==> config.mk <==
export PLATFORM = sky130hd
export DESIGN_NAME = aes_inv_key_sched_ctrl
export DESIGN_NICKNAME = d
export VERILOG_FILES = /design/src/rtl/aes_inv_key_sched_ctrl.sv
export SDC_FILE = /design/constraint.sdc
export NUM_CORES = 1
export LEC_CHECK = 0
export BUFFER_PORTS_ARGS = -buffer_cell sky130_fd_sc_hd__buf_2
export CAP_MARGIN = 25
export CORE_AREA = 2 2 206 208
export CTS_BUF_LIST = sky130_fd_sc_hd__clkbuf_8
export DETAILED_ROUTE_END_ITERATION = 10
export DIE_AREA = 0 0 208 210
export SLEW_MARGIN = 20
export SYNTH_ARGS = -nofsm -noshare
export SYNTH_HDL_FRONTEND = slang
export SYNTH_SLANG_ARGS = --single-unit
export TNS_END_PERCENT = 100
==> constraint.sdc <==
create_clock -name clk -period 1.8 [get_ports clk]
set_clock_uncertainty 0.1 [all_clocks]
set_input_delay 0.18 -clock clk [delete_from_list [all_inputs] [get_ports clk]]
set_output_delay 0.18 -clock clk [all_outputs]
set_load 0.01 [all_outputs]
==> src/rtl/aes_inv_key_sched_ctrl.sv <==
// Sequencer for the AES-128 inverse key expander: presents the latched round-NR key,
// then steps the expander backwards to deliver keys NR..0 over a valid/ready handshake.
module aes_inv_key_sched_ctrl #(
    parameter int KEY_W = 128,
    parameter int NR    = 10,
    parameter int RW    = 4
) (
    input  logic             clk,
    input  logic             rst_n,
    input  logic             start_i,
    input  logic [KEY_W-1:0] key_last_i,
    input  logic             abort_i,
    output logic             rk_valid_o,
    input  logic             rk_ready_i,
    output logic [KEY_W-1:0] rk_data_o,
    output logic [RW-1:0]    rk_round_o,
    output logic             busy_o,
    output logic             done_o,
    output logic [KEY_W-1:0] exp_key_last_o,
    output logic             exp_begin_round_o,
    output logic             exp_rkey_en_o,
    output logic [RW-1:0]    exp_round_num_o,
    input  logic [KEY_W-1:0] exp_round_key_i
);

    localparam logic [RW-1:0] NR_R   = RW'(NR);
    localparam logic [RW-1:0] ZERO_R = {RW{1'b0}};

    typedef enum logic [1:0] {
        IDLE = 2'd0,
        SEND = 2'd1,
        GEN  = 2'd2
    } state_e;

    state_e           state_q;
    logic [KEY_W-1:0] key_q;
    logic [RW-1:0]    rk_round_q;
    logic             rk_valid_q;
    logic             busy_q;
    logic             done_q;
    logic             exp_begin_q;
    logic             exp_rken_q;
    logic [RW-1:0]    exp_round_num_q;

    // Sequencer state, handshake flags and expander controls.
    always_ff @(posedge clk or negedge rst_n) begin
        if (!rst_n) begin
            state_q         <= IDLE;
            key_q           <= {KEY_W{1'b0}};
            rk_round_q      <= ZERO_R;
            rk_valid_q      <= 1'b0;
            busy_q          <= 1'b0;
            done_q          <= 1'b0;
            exp_begin_q     <= 1'b0;
            exp_rken_q      <= 1'b0;
            exp_round_num_q <= ZERO_R;
        end else begin
            done_q <= 1'b0;
            case (state_q)
                IDLE: begin
                    // A simultaneous abort suppresses the start.
                    if (start_i && !abort_i) begin
                        key_q      <= key_last_i;
                        rk_round_q <= NR_R;
                        rk_valid_q <= 1'b1;
                        busy_q     <= 1'b1;
                        state_q    <= SEND;
                    end else begin
                        state_q <= IDLE;
                    end
                end
                SEND: begin
                    if (abort_i) begin
                        state_q    <= IDLE;
                        rk_valid_q <= 1'b0;
                        busy_q     <= 1'b0;
                        rk_round_q <= ZERO_R;
                    end else if (rk_ready_i) begin
                        rk_valid_q <= 1'b0;
                        if (rk_round_q == ZERO_R) begin
                            state_q <= IDLE;
                            busy_q  <= 1'b0;
                            done_q  <= 1'b1;
                        end else begin
                            // Round NR is derived from key_last; later rounds step the register.
                            state_q         <= GEN;
                            exp_round_num_q <= rk_round_q;
                            if (rk_round_q == NR_R) begin
                                exp_begin_q <= 1'b1;
                                exp_rken_q  <= 1'b0;
                            end else begin
                                exp_begin_q <= 1'b0;
                                exp_rken_q  <= 1'b1;
                            end
                        end
                    end else begin
                        state_q <= SEND;
                    end
                end
                GEN: begin
                    exp_begin_q     <= 1'b0;
                    exp_rken_q      <= 1'b0;
                    exp_round_num_q <= ZERO_R;
                    if (abort_i) begin
                        state_q    <= IDLE;
                        busy_q     <= 1'b0;
                        rk_round_q <= ZERO_R;
                    end else begin
                        state_q    <= SEND;
                        rk_valid_q <= 1'b1;
                        rk_round_q <= rk_round_q - {{(RW-1){1'b0}}, 1'b1};
                    end
                end
                default: begin
                    state_q         <= IDLE;
                    rk_valid_q      <= 1'b0;
                    busy_q          <= 1'b0;
                    exp_begin_q     <= 1'b0;
                    exp_rken_q      <= 1'b0;
                    exp_round_num_q <= ZERO_R;
                    rk_round_q      <= ZERO_R;
                end
            endcase
        end
    end

    // Round NR comes straight from the latch; all others from the expander register.
    always_comb begin
        rk_data_o = exp_round_key_i;
        if (rk_round_q == NR_R) begin
            rk_data_o = key_q;
        end else begin
            rk_data_o = exp_round_key_i;
        end
    end

    assign rk_valid_o        = rk_valid_q;
    assign rk_round_o        = rk_round_q;
    assign busy_o            = busy_q;
    assign done_o            = done_q;
    assign exp_key_last_o    = key_q;
    assign exp_begin_round_o = exp_begin_q;
    assign exp_rkey_en_o     = exp_rken_q;
    assign exp_round_num_o   = exp_round_num_q;

endmodule

==> summary.md, run 1 <==
| Metric | Value |
|---|---|
| Status | `complete, but fails checks` |
| Violated checks | `setup timing` |
| PortBufs | `529` |
| Top-count cell post-synth | `mux2_2` |
| Routed Antenna Nets | `0` |
| Final setup violation count | `128` |
| Peak Freq | `436 MHz` |
| Ys flop type | `dfrtp_1` |
| Longest Clk Path Bufs | `2` |
| Max Cap Viol | `0` |
| Worst-Margin Slew | `0.313 ns` |
| Drt pass-1 iters | `4` |
| CTS H-Tree Depth | `4` |
| First-pass GRT wire length | `40,500 µm` |
| Mapped cell area | `7210 µm²` |
| Synth top area share | `0.496` |
| Clock latency on the worst-skew pair | `0.47 ns` |
| Core area | `41,500 µm²` |
| Grt ovf | `0` |
| Via count | `7,032` |
| Worst setup SP type | `flop` |
| Vias in the first global route | `7,252` |
| Slew headroom | `0.791` |
| Layout area overhead | `79.8%` |
| Top cells by area, synth | `dfrtp_1, mux2_2, buf_6` |
| HP Class | `input port to flop` |
| Initial Util | `0.174` |
| Post-route DRC | `0` |
| PwrDens | `1070 nW/µm²` |
| Largest family of logic cells by synthesized area | `multiplexers` |
| Number of buffers created by CTS | `17` |
| Syn nets | `765` |
| Root buf cell | `clkbuf_8` |
| Synth Area in Compound Gates | `0.0186` |
| Slew Limit Fails | `0` |
| Worst path arrival time | `2.01 ns` |
| Clock Sinks | `143` |
| Post-Synth XOR/XNOR Area | `0.00121` |
| CP required | `1.52 ns` |
| Iter 0 DRT Violations | `251` |
| Post-Synth Adder-Cell Area | `0.00521` |
| Gpl congestion | `0.850` |
| CTS tree | `yes` |
| Overall routing resource usage | `0.118` |
| Hold Violations, Final | `0` |
| Asr flop ratio synth | `1.00` |
| Cells after synthesis | `501` |
| Leakage | `6.21 nW` |
| Layout cells sized above 1 | `0.727` |
| Layout Utilization | `0.313` |
| Total wire length | `27,100 µm` |
| Area after DPL | `10,800 µm²` |
| Syn Area/Cell | `14.4 µm²` |
| Post-Synth Simple-Gate Area | `0.0318` |
| Post-synthesis mux area share | `0.401` |
| Setup_tns | `-56.22 ns` |
| VDD IR max | `385 µV` |
| Die height | `210 µm` |
| Vias per cell | `3.97` |
| Worst Setup Path Type | `flop to output pin` |
| Initial antenna violation count | `1` |
| EDFF count, synth | `0` |
| Largest net degree at the start of global routing | `45` |
| Max Fanout on Critical Path | `15` |
| Crit path capture type | `output pin` |
| Fin area | `13,000 µm²` |
| Register bit total from synthesis | `143` |
| Final WS setup | `-0.492 ns` |
| Register area share after synthesis | `0.496` |
| Final Power | `13.8 mW` |
| Site Rows | `75` |
| Yosys top cell by area | `dfrtp_1` |
| Detail Placement HPWL | `20,900 µm` |
| WL/cell | `15.3 µm` |
| Die width | `208 µm` |
| Die ar. | `43,700 µm²` |
| IO Count | `530` |
| NumNets Final | `1,481` |
| Final Cycle Share | `1.27` |
| Synth Warn # | `0` |
| Final min period | `2.29 ns` |
| Post-synth cell types | `36` |
| CTS clk-pin slew, worst paths | `0.09 ns` |
| RSZ-0062 raised after global routing | `yes` |
| Commonest cells in the netlist | `mux2_2, dfrtp_1, buf_6, o21ai_0` |
==> layout make-up <==
type	instances	area [µm²]
tap	539	674
fill	4131	28500
clock buffer	19	262
inverter	4	15.0
timing repair buffer	730	4880
multi-input combinational	321	3340
clock inverter	13	210
sequential	143	3580
antenna	1	2.50
==> final timing paths <==
| path | slack, ns | start | depth (start not counted) | end |
|---|---|---|---|---|
| setup / recovery | -0.49 | rk_round_o[1] | 6 | rk_data_o[16] |
| hold / removal | 0.37 | key_last_i[49] | 3 | exp_key_last_o[49] |
| setup reg to reg | 0.04 | state_q[1] | 4 | exp_key_last_o[88] |
| hold reg to reg | 0.39 | rk_valid_o | 2 | rk_valid_o |
| max in group asynchronous | 0.14 | rst_n | 4 | exp_key_last_o[54] |
| min in group asynchronous | 0.58 | rst_n | 3 | exp_key_last_o[23] |
==> power by group <==
part           switching, mW  leakage (nW)  internal (mW)
registers              0.588          1.69           3.87
clock network           1.33         0.232           1.73
logic                   2.74          4.29           3.58
total                   4.65          6.21           9.18
==> routing by layer <==
layer  GRT usage  vias up  part of all wire
li1            -     3255                 -
met1       0.141     3430              0.40
met2       0.204      321              0.51
met3      0.0346       26             0.071
met4      0.0401        0             0.020
met5           0        -                 0
==> timing repair <==
action | 4_1_cts | 5_1_grt
endpoints found under the hold margin | 278 | 0
gates resized for setup | 35 | 12
hold buffers | 135 | 0
buffers inserted | 1 | 0
gates cloned | 0 | 1
setup endpoints to repair | 130 | 137
==> critical path, cell delays in order (launching register included) <==
cell      delay, ns
dfrtp_1        0.41
ha_4           0.17
nand3b_4       0.10
buf_12         0.17
buf_12         0.17
mux2_2         0.35
buf_2          0.15
==> flip-flops by register name, summed over array words and instances, names as in the netlist <==
name / flops
exp_rkey_en_o: 1
done_o: 1
exp_round_num_o: 4
exp_key_last_o: 128
rk_valid_o: 1
exp_begin_round_o: 1
busy_o: 1
state_q: 2
rk_round_o: 4
==> layout by cell type, fill, tap and decap left out, drive strengths merged, types with 2 or more instances in the layout <==
cell / netlist / final
nand3b: 2 / 2
nand2: 6 / 6
nor2: 7 / 7
bufinv: 0 / 5
clkbuf: 3 / 20
buf: 30 / 594
nand2b: 2 / 2
o21ai: 9 / 9
o211ai: 2 / 2
clkinv: 0 / 5
nor4: 2 / 2
inv: 4 / 5
nor3: 4 / 4
mux2: 256 / 256
dlygate4sd3: 0 / 135
a21oi: 6 / 6
ha: 3 / 3
nand3: 7 / 7
clkinvlp: 0 / 2
dfrtp: 143 / 143
==> cell families (layout without fill, tap and decap cells) <==
kind of cell,Yosys count,count (layout)
fa+ha+maj,3,3
other cells,0,1
simple gates,38,38
buf+inv,37,766
flops,143,143
compound gates,22,22
xor+xnor,1,1
mux,257,257
==> per-stage QoR <==
step                      std cells  worst slack (ns)  hold WS (ns)
after detailed placement       1600           -0.0649      -0.00787
after CTS                      1768            -0.566         0.293
after floorplan                 501          -0.00864        -0.216
after global placement         1600           -0.0710      -0.00497
after global routing           1769            -0.595         0.315
final                          1770            -0.492         0.371
No activity file was read; power rests on OpenSTA's default activity.
==> run 2: changes to the inputs <==
--- a/config.mk
+++ b/config.mk
@@ -5,12 +5,14 @@
 export SDC_FILE = /design/constraint.sdc
 export NUM_CORES = 1
 export LEC_CHECK = 0
+export ABC_AREA = 1
 export BUFFER_PORTS_ARGS = -buffer_cell sky130_fd_sc_hd__buf_2
 export CAP_MARGIN = 25
-export CORE_AREA = 2 2 206 208
+export CORE_AREA = 2 2 204 206
 export CTS_BUF_LIST = sky130_fd_sc_hd__clkbuf_8
+export CTS_CLUSTER_DIAMETER = 120
 export DETAILED_ROUTE_END_ITERATION = 10
-export DIE_AREA = 0 0 208 210
+export DIE_AREA = 0 0 206 208
 export SLEW_MARGIN = 20
 export SYNTH_ARGS = -nofsm -noshare
 export SYNTH_HDL_FRONTEND = slang
==> summary.md, run 2 <==
| Metric | Value |
|---|---|
| EDFF count, synth | `0` |
| Asr flop ratio synth | `1.00` |
| Violated checks | `setup timing` |
| Number of flip-flops in the largest register | `128` |
| HP Class | `input port to asynchronous set/reset pin` |
| Leakage | `7.78 nW` |
| Hold_ws | `0.131 ns` |
| CTS clk-pin slew, worst paths | `0.08 ns` |
| CTS H-Tree Depth | `4` |
| Routed Antenna Nets | `0` |
| Most frequent cells in the layout | `nand2_1, buf_2, dfrtp_1` |
| Worst-Margin Slew | `0.546 ns` |
| Ys flop type | `dfrtp_1` |
| Final min period | `2.23 ns` |
| Synth top area share | `0.505` |
| Final WS setup | `-0.426 ns` |
| Mapped cell area | `7090 µm²` |
| Layout cells sized above 1 | `0.386` |
| Worst Setup Path Type | `flop to output pin` |
| Slew headroom | `0.636` |
| Sw power | `4.81 mW` |
| Via count | `9,292` |
| RSZ-0062 raised after global routing | `yes` |
| Slew Limit Fails | `0` |
| Filler Cell Count | `4,190` |
| VDD IR max | `382 µV` |
| Worst path arrival time | `1.95 ns` |
| R2R depth | `5` |
| Seq pwr share | `0.365` |
| Core area | `40,600 µm²` |
| Top cells by area, synth | `dfrtp_1, nand2_1, buf_2` |
| Overall routing resource usage | `0.145` |
| Commonest cells in the netlist | `nand2_1, dfrtp_1, buf_2, nand3_1, inv_1` |
| Area after DPL | `10,500 µm²` |
| Die width | `206 µm` |
| Vias per cell | `4.11` |
| Post-route DRC | `0` |
| Iter 0 DRT Violations | `568` |
| Max Fanout on Critical Path | `5` |
| Crit path capture type | `output pin` |
| Initial Util | `0.175` |
| Die height | `208 µm` |
| Root buf cell | `clkbuf_8` |
| Worst slack, placed | `-0.00244 ns` |
| Clock latency on the worst-skew pair | `0.48 ns` |
| Critical Path Slowest Stage Cell | `dfrtp_1` |
| Yosys top cell by area | `dfrtp_1` |
| Crit-path cells | `inv_2, ha_4, nand3_4, inv_12, buf_12, buf_12, buf_16, nand2_4, nand2_2, buf_6` |
| Initial antenna violation count | `5` |
| Largest net degree at the start of global routing | `97` |
| Max Cap Viol | `0` |
| Internal power | `7.76 mW` |
| IO Count | `530` |
| Register bit total from synthesis | `143` |
| Number of buffers created by CTS | `17` |
| Logic gate share of total power | `0.404` |
| CTS tree | `yes` |
| Layout Utilization | `0.324` |
| Top-count cell post-synth | `nand2_1` |
| Hold Violations, Final | `0` |
| Total wire length | `34,300 µm` |
| Switching share of total power | `0.383` |
| PortBufs | `529` |
| Register area share after synthesis | `0.505` |
| Synth Warn # | `0` |
| CP required | `1.52 ns` |
| Final Power | `12.6 mW` |
| Post-synth cell types | `20` |
| WL/cell | `15.2 µm` |
| Longest Clk Path Bufs | `2` |
| Syn nets | `1,304` |
| Drt pass-1 iters | `5` |
| Worst setup SP type | `flop` |
| Fin area | `13,100 µm²` |
| Site Rows | `74` |
| Syn Area/Cell | `6.82 µm²` |
| Vias in the first global route | `8,800` |
| Final Cycle Share | `1.24` |
| Worst path max stage delay | `0.40 ns` |
| Grt ovf | `0` |
| First-pass GRT wire length | `47,400 µm` |
| NumNets Final | `1,978` |
| Gpl congestion | `0.896` |
| Peak Freq | `449 MHz` |
| Status | `complete, but fails checks` |
| Detail Placement HPWL | `22,200 µm` |
| Commonest non-fill, non-tap cell in the layout | `nand2_1` |
| Clock Sinks | `143` |
| Cells after synthesis | `1,040` |
| Clock share of power | `0.231` |
| Layout area overhead | `85.2%` |
| Final setup violation count | `128` |
| Die ar. | `42,800 µm²` |
| Top cell by count, worst path | `buf_12` |
| PwrDens | `957 nW/µm²` |
## run 2: what timing repair did
action | 4_1_cts | 5_1_grt
endpoints found under the hold margin | 281 | 0
buffers inserted | 10 | 5
pin swaps | 2 | 17
hold buffers | 132 | 0
gates resized for setup | 34 | 81
gates cloned | 9 | 5
setup endpoints to repair | 128 | 136
## run 2: critical path, delay by kind of cell, from the launching register on
kind                       cells  cell delay (ns)
and+or+nand+nor                3             0.27
DFF                            1             0.40
buffers and inverters          6             0.67
adders and majority gates      1             0.13
## run 2: power by group through the flow
stage	clock, mW	combinational, mW	sequential [mW]
6_report	2.91	5.07	4.59
3_3_place_gp	0	3.97	4.57
2_1_floorplan	0	1.71	4.71
4_1_cts	3.06	4.79	4.53
5_1_grt	3.20	5.55	4.66
3_5_place_dp	0	4.04	4.56
## run 2: cell families after synthesis
logic type / share of synthesized area
simple gates: 0.439
flops: 0.505
buf+inv: 0.0445
compound gates: 0.00494
fa+ha+maj: 0.00529
xor+xnor: 0.00124
## run 2: final cells by class
class | count | area (µm²) | area share
Timing Repair Buffer | 711 | 4930 | 0.375
Sequential cell | 143 | 3580 | 0.273
Multi-Input combinational cell | 830 | 3460 | 0.263
Tap cell | 532 | 666 | 0.0507
Clock buffer | 20 | 275 | 0.0210
Clock inverter | 11 | 164 | 0.0125
Inverter | 11 | 56.3 | 0.00429
Antenna cell | 2 | 5.00 | 0.000381
## run 2: path summary, 6_finish.rpt
path                       slack, ns           from                 end
max reg2reg                     0.08     state_q[0]  exp_key_last_o[46]
min in group clk                0.14        start_i          rk_valid_o
min reg2reg                     0.40     rk_valid_o          rk_valid_o
min                             0.13          rst_n  exp_key_last_o[14]
max                            -0.43  rk_round_o[0]       rk_data_o[46]
max in group asynchronous       0.91          rst_n  exp_key_last_o[95]
## run 2: routing by layer
| metal | global-route usage | vias up | share of wire |
|---|---|---|---|
| met5 | 0 | - | 0.00067 |
| met4 | 0.0525 | 4 | 0.028 |
| li1 | - | 4475 | - |
| met2 | 0.267 | 469 | 0.52 |
| met1 | 0.158 | 4293 | 0.38 |
| met3 | 0.0384 | 51 | 0.075 |
## run 2: per-stage QoR
step / setup TNS, ns / cells
final: -46.73 / 2260
after global routing: -64.88 / 2259
after CTS: -56.96 / 2252
after detailed placement: -0.00244 / 2071
after global placement: 0 / 2071
after floorplan: 0 / 1040
==> run 3: changes to the inputs <==
--- a/config.mk
+++ b/config.mk
@@ -5,14 +5,14 @@
 export SDC_FILE = /design/constraint.sdc
 export NUM_CORES = 1
 export LEC_CHECK = 0
-export ABC_AREA = 1
 export BUFFER_PORTS_ARGS = -buffer_cell sky130_fd_sc_hd__buf_2
 export CAP_MARGIN = 25
-export CORE_AREA = 2 2 204 206
+export CORE_AREA = 2 2 206 208
 export CTS_BUF_LIST = sky130_fd_sc_hd__clkbuf_8
 export CTS_CLUSTER_DIAMETER = 120
 export DETAILED_ROUTE_END_ITERATION = 10
-export DIE_AREA = 0 0 206 208
+export DIE_AREA = 0 0 208 210
+export REMOVE_ABC_BUFFERS = 1
 export SLEW_MARGIN = 20
 export SYNTH_ARGS = -nofsm -noshare
 export SYNTH_HDL_FRONTEND = slang
==> summary.md, run 3 (synthesized netlist as in run 1, its figures left out) <==
| Metric | Value |
|---|---|
| Status | `complete, but fails checks` |
| Violated checks | `setup timing` |
| Peak Freq | `423 MHz` |
| Post-route DRC | `0` |
| PwrDens | `1060 nW/µm²` |
| CTS clk-pin slew, worst paths | `0.09 ns` |
| Overall routing resource usage | `0.118` |
| Logic gate share of total power | `0.474` |
| Switching share of total power | `0.343` |
| Site Rows | `75` |
| Clock share of power | `0.205` |
| Most frequent cells in the layout | `buf_2, mux2_2, dfrtp_1` |
| HP Class | `input port to asynchronous set/reset pin` |
| Commonest non-fill, non-tap cell in the layout | `buf_2` |
| Slew Limit Fails | `0` |
| Largest net degree at the start of global routing | `51` |
| Worst slack, placed | `-0.104 ns` |
| Total wire length | `27,800 µm` |
| Worst Setup Path Type | `flop to output pin` |
| Initial Util | `0.174` |
| Seq pwr share | `0.321` |
| Max Fanout on Critical Path | `25` |
| First-pass GRT wire length | `39,900 µm` |
| Worst-Margin Slew | `0.498 ns` |
| Final Cycle Share | `1.31` |
| RSZ-0062 raised after global routing | `yes` |
| VDD IR max | `426 µV` |
| Setup_tns | `-63.89 ns` |
| Crit path capture type | `output pin` |
| Internal power | `9.09 mW` |
| Register area | `3580 µm²` |
| Routed Antenna Nets | `0` |
| Final WS setup | `-0.564 ns` |
| PortBufs | `529` |
| Worst path arrival time | `2.08 ns` |
| Die ar. | `43,700 µm²` |
| Iter 0 DRT Violations | `198` |
| Initial antenna violation count | `2` |
| NumNets Final | `1,471` |
| Slew headroom | `0.668` |
| Clock Sinks | `143` |
| Die width | `208 µm` |
| Root buf cell | `clkbuf_8` |
| Core area | `41,500 µm²` |
| Grt ovf | `0` |
| WL/cell | `15.8 µm` |
| Sw power | `4.74 mW` |
| Leakage | `6.21 nW` |
| Via count | `7,037` |
| Vias in the first global route | `7,211` |
| CTS tree | `yes` |
| Gpl congestion | `0.818` |
| IO Count | `530` |
| Clock latency on the worst-skew pair | `0.47 ns` |
| Worst setup SP type | `flop` |
| Number of buffers created by CTS | `17` |
| Layout area overhead | `80.5%` |
| Area of the multi-input gates | `3340 µm²` |
| Filler Cell Count | `4,091` |
| Drt pass-1 iters | `4` |
| Number of flip-flops in the largest register | `128` |
| Vias per cell | `4.00` |
| CTS H-Tree Depth | `4` |
| Die height | `210 µm` |
| CP required | `1.52 ns` |
| Final setup violation count | `130` |
| Max Cap Viol | `0` |
| Hold Violations, Final | `0` |
| Final min period | `2.36 ns` |
| Longest Clk Path Bufs | `2` |
| Layout cells sized above 1 | `0.724` |
| Detail Placement HPWL | `19,600 µm` |
-- run 3: what timing repair did --
item,CTS,global route
hold buffers,133,0
gates cloned,1,4
resized for setup,55,19
setup endpoints to repair,130,131
setup buffers,0,3
hold endpoints to repair,278,0
-- run 3: per-layer routing --
layer / GRT usage / part of all wire / vias to the layer above
met1: 0.134 / 0.39 / 3480
met4: 0.0455 / 0.020 / 2
li1: - / - / 3241
met5: 0 / 0.00047 / -
met3: 0.0314 / 0.060 / 30
met2: 0.209 / 0.53 / 284
-- run 3: final timing paths --
check                               start  cells after the start  slack, ns            endpoint
setup / recovery            rk_round_o[1]                      6      -0.56      rk_data_o[116]
hold / removal                      rst_n                      2       0.12  exp_key_last_o[49]
setup reg to reg            rk_round_o[0]                      7      -0.14       exp_rkey_en_o
hold reg to reg                rk_valid_o                      2       0.42          rk_valid_o
max in group asynchronous           rst_n                      3       0.88  exp_key_last_o[18]
min in group clk           key_last_i[43]                      3       0.37  exp_key_last_o[43]
-- run 3: layout make-up --
class                   instances  share of cell area
repair buffers                720               0.382
flip-flops and latches        143               0.275
multi-input cells             321               0.256
well taps                     539              0.0518
clock buffers                  20              0.0212
clock inverters                12              0.0121
inverters                       4             0.00115
diodes                          1            0.000192
-- run 3: through the flow --
step / total power [mW] / util / hold slack [ns] / instances / instance area, µm²
finish: 13.8 / 0.314 / 0.120 / 1760 / 13000
global route: 14.6 / 0.314 / 0.0974 / 1760 / 13000
CTS: 13.7 / 0.309 / 0.0756 / 1752 / 12800
detailed placement: 9.94 / 0.259 / 0.0699 / 1586 / 10700
global placement: 9.87 / 0.259 / 0.0644 / 1586 / 10700
floorplan: 7.35 / - / -0.216 / 468 / 6900
-- run 3: critical path, stage by stage, from the launching register on --
cell      delay [ns]
dfrtp_1         0.42
ha_4            0.18
nand3b_4        0.14
buf_4           0.16
buf_16          0.17
mux2_2          0.38
buf_2           0.15
-- run 3: power groups by stage --
stage | combinational [mW] | clock [mW] | sequential, mW
floorplan | 2.68 | 0 | 4.67
global placement | 5.39 | 0 | 4.48
detailed placement | 5.44 | 0 | 4.50
CTS | 6.20 | 3.02 | 4.44
global route | 6.95 | 3.15 | 4.53
finish | 6.56 | 2.84 | 4.43
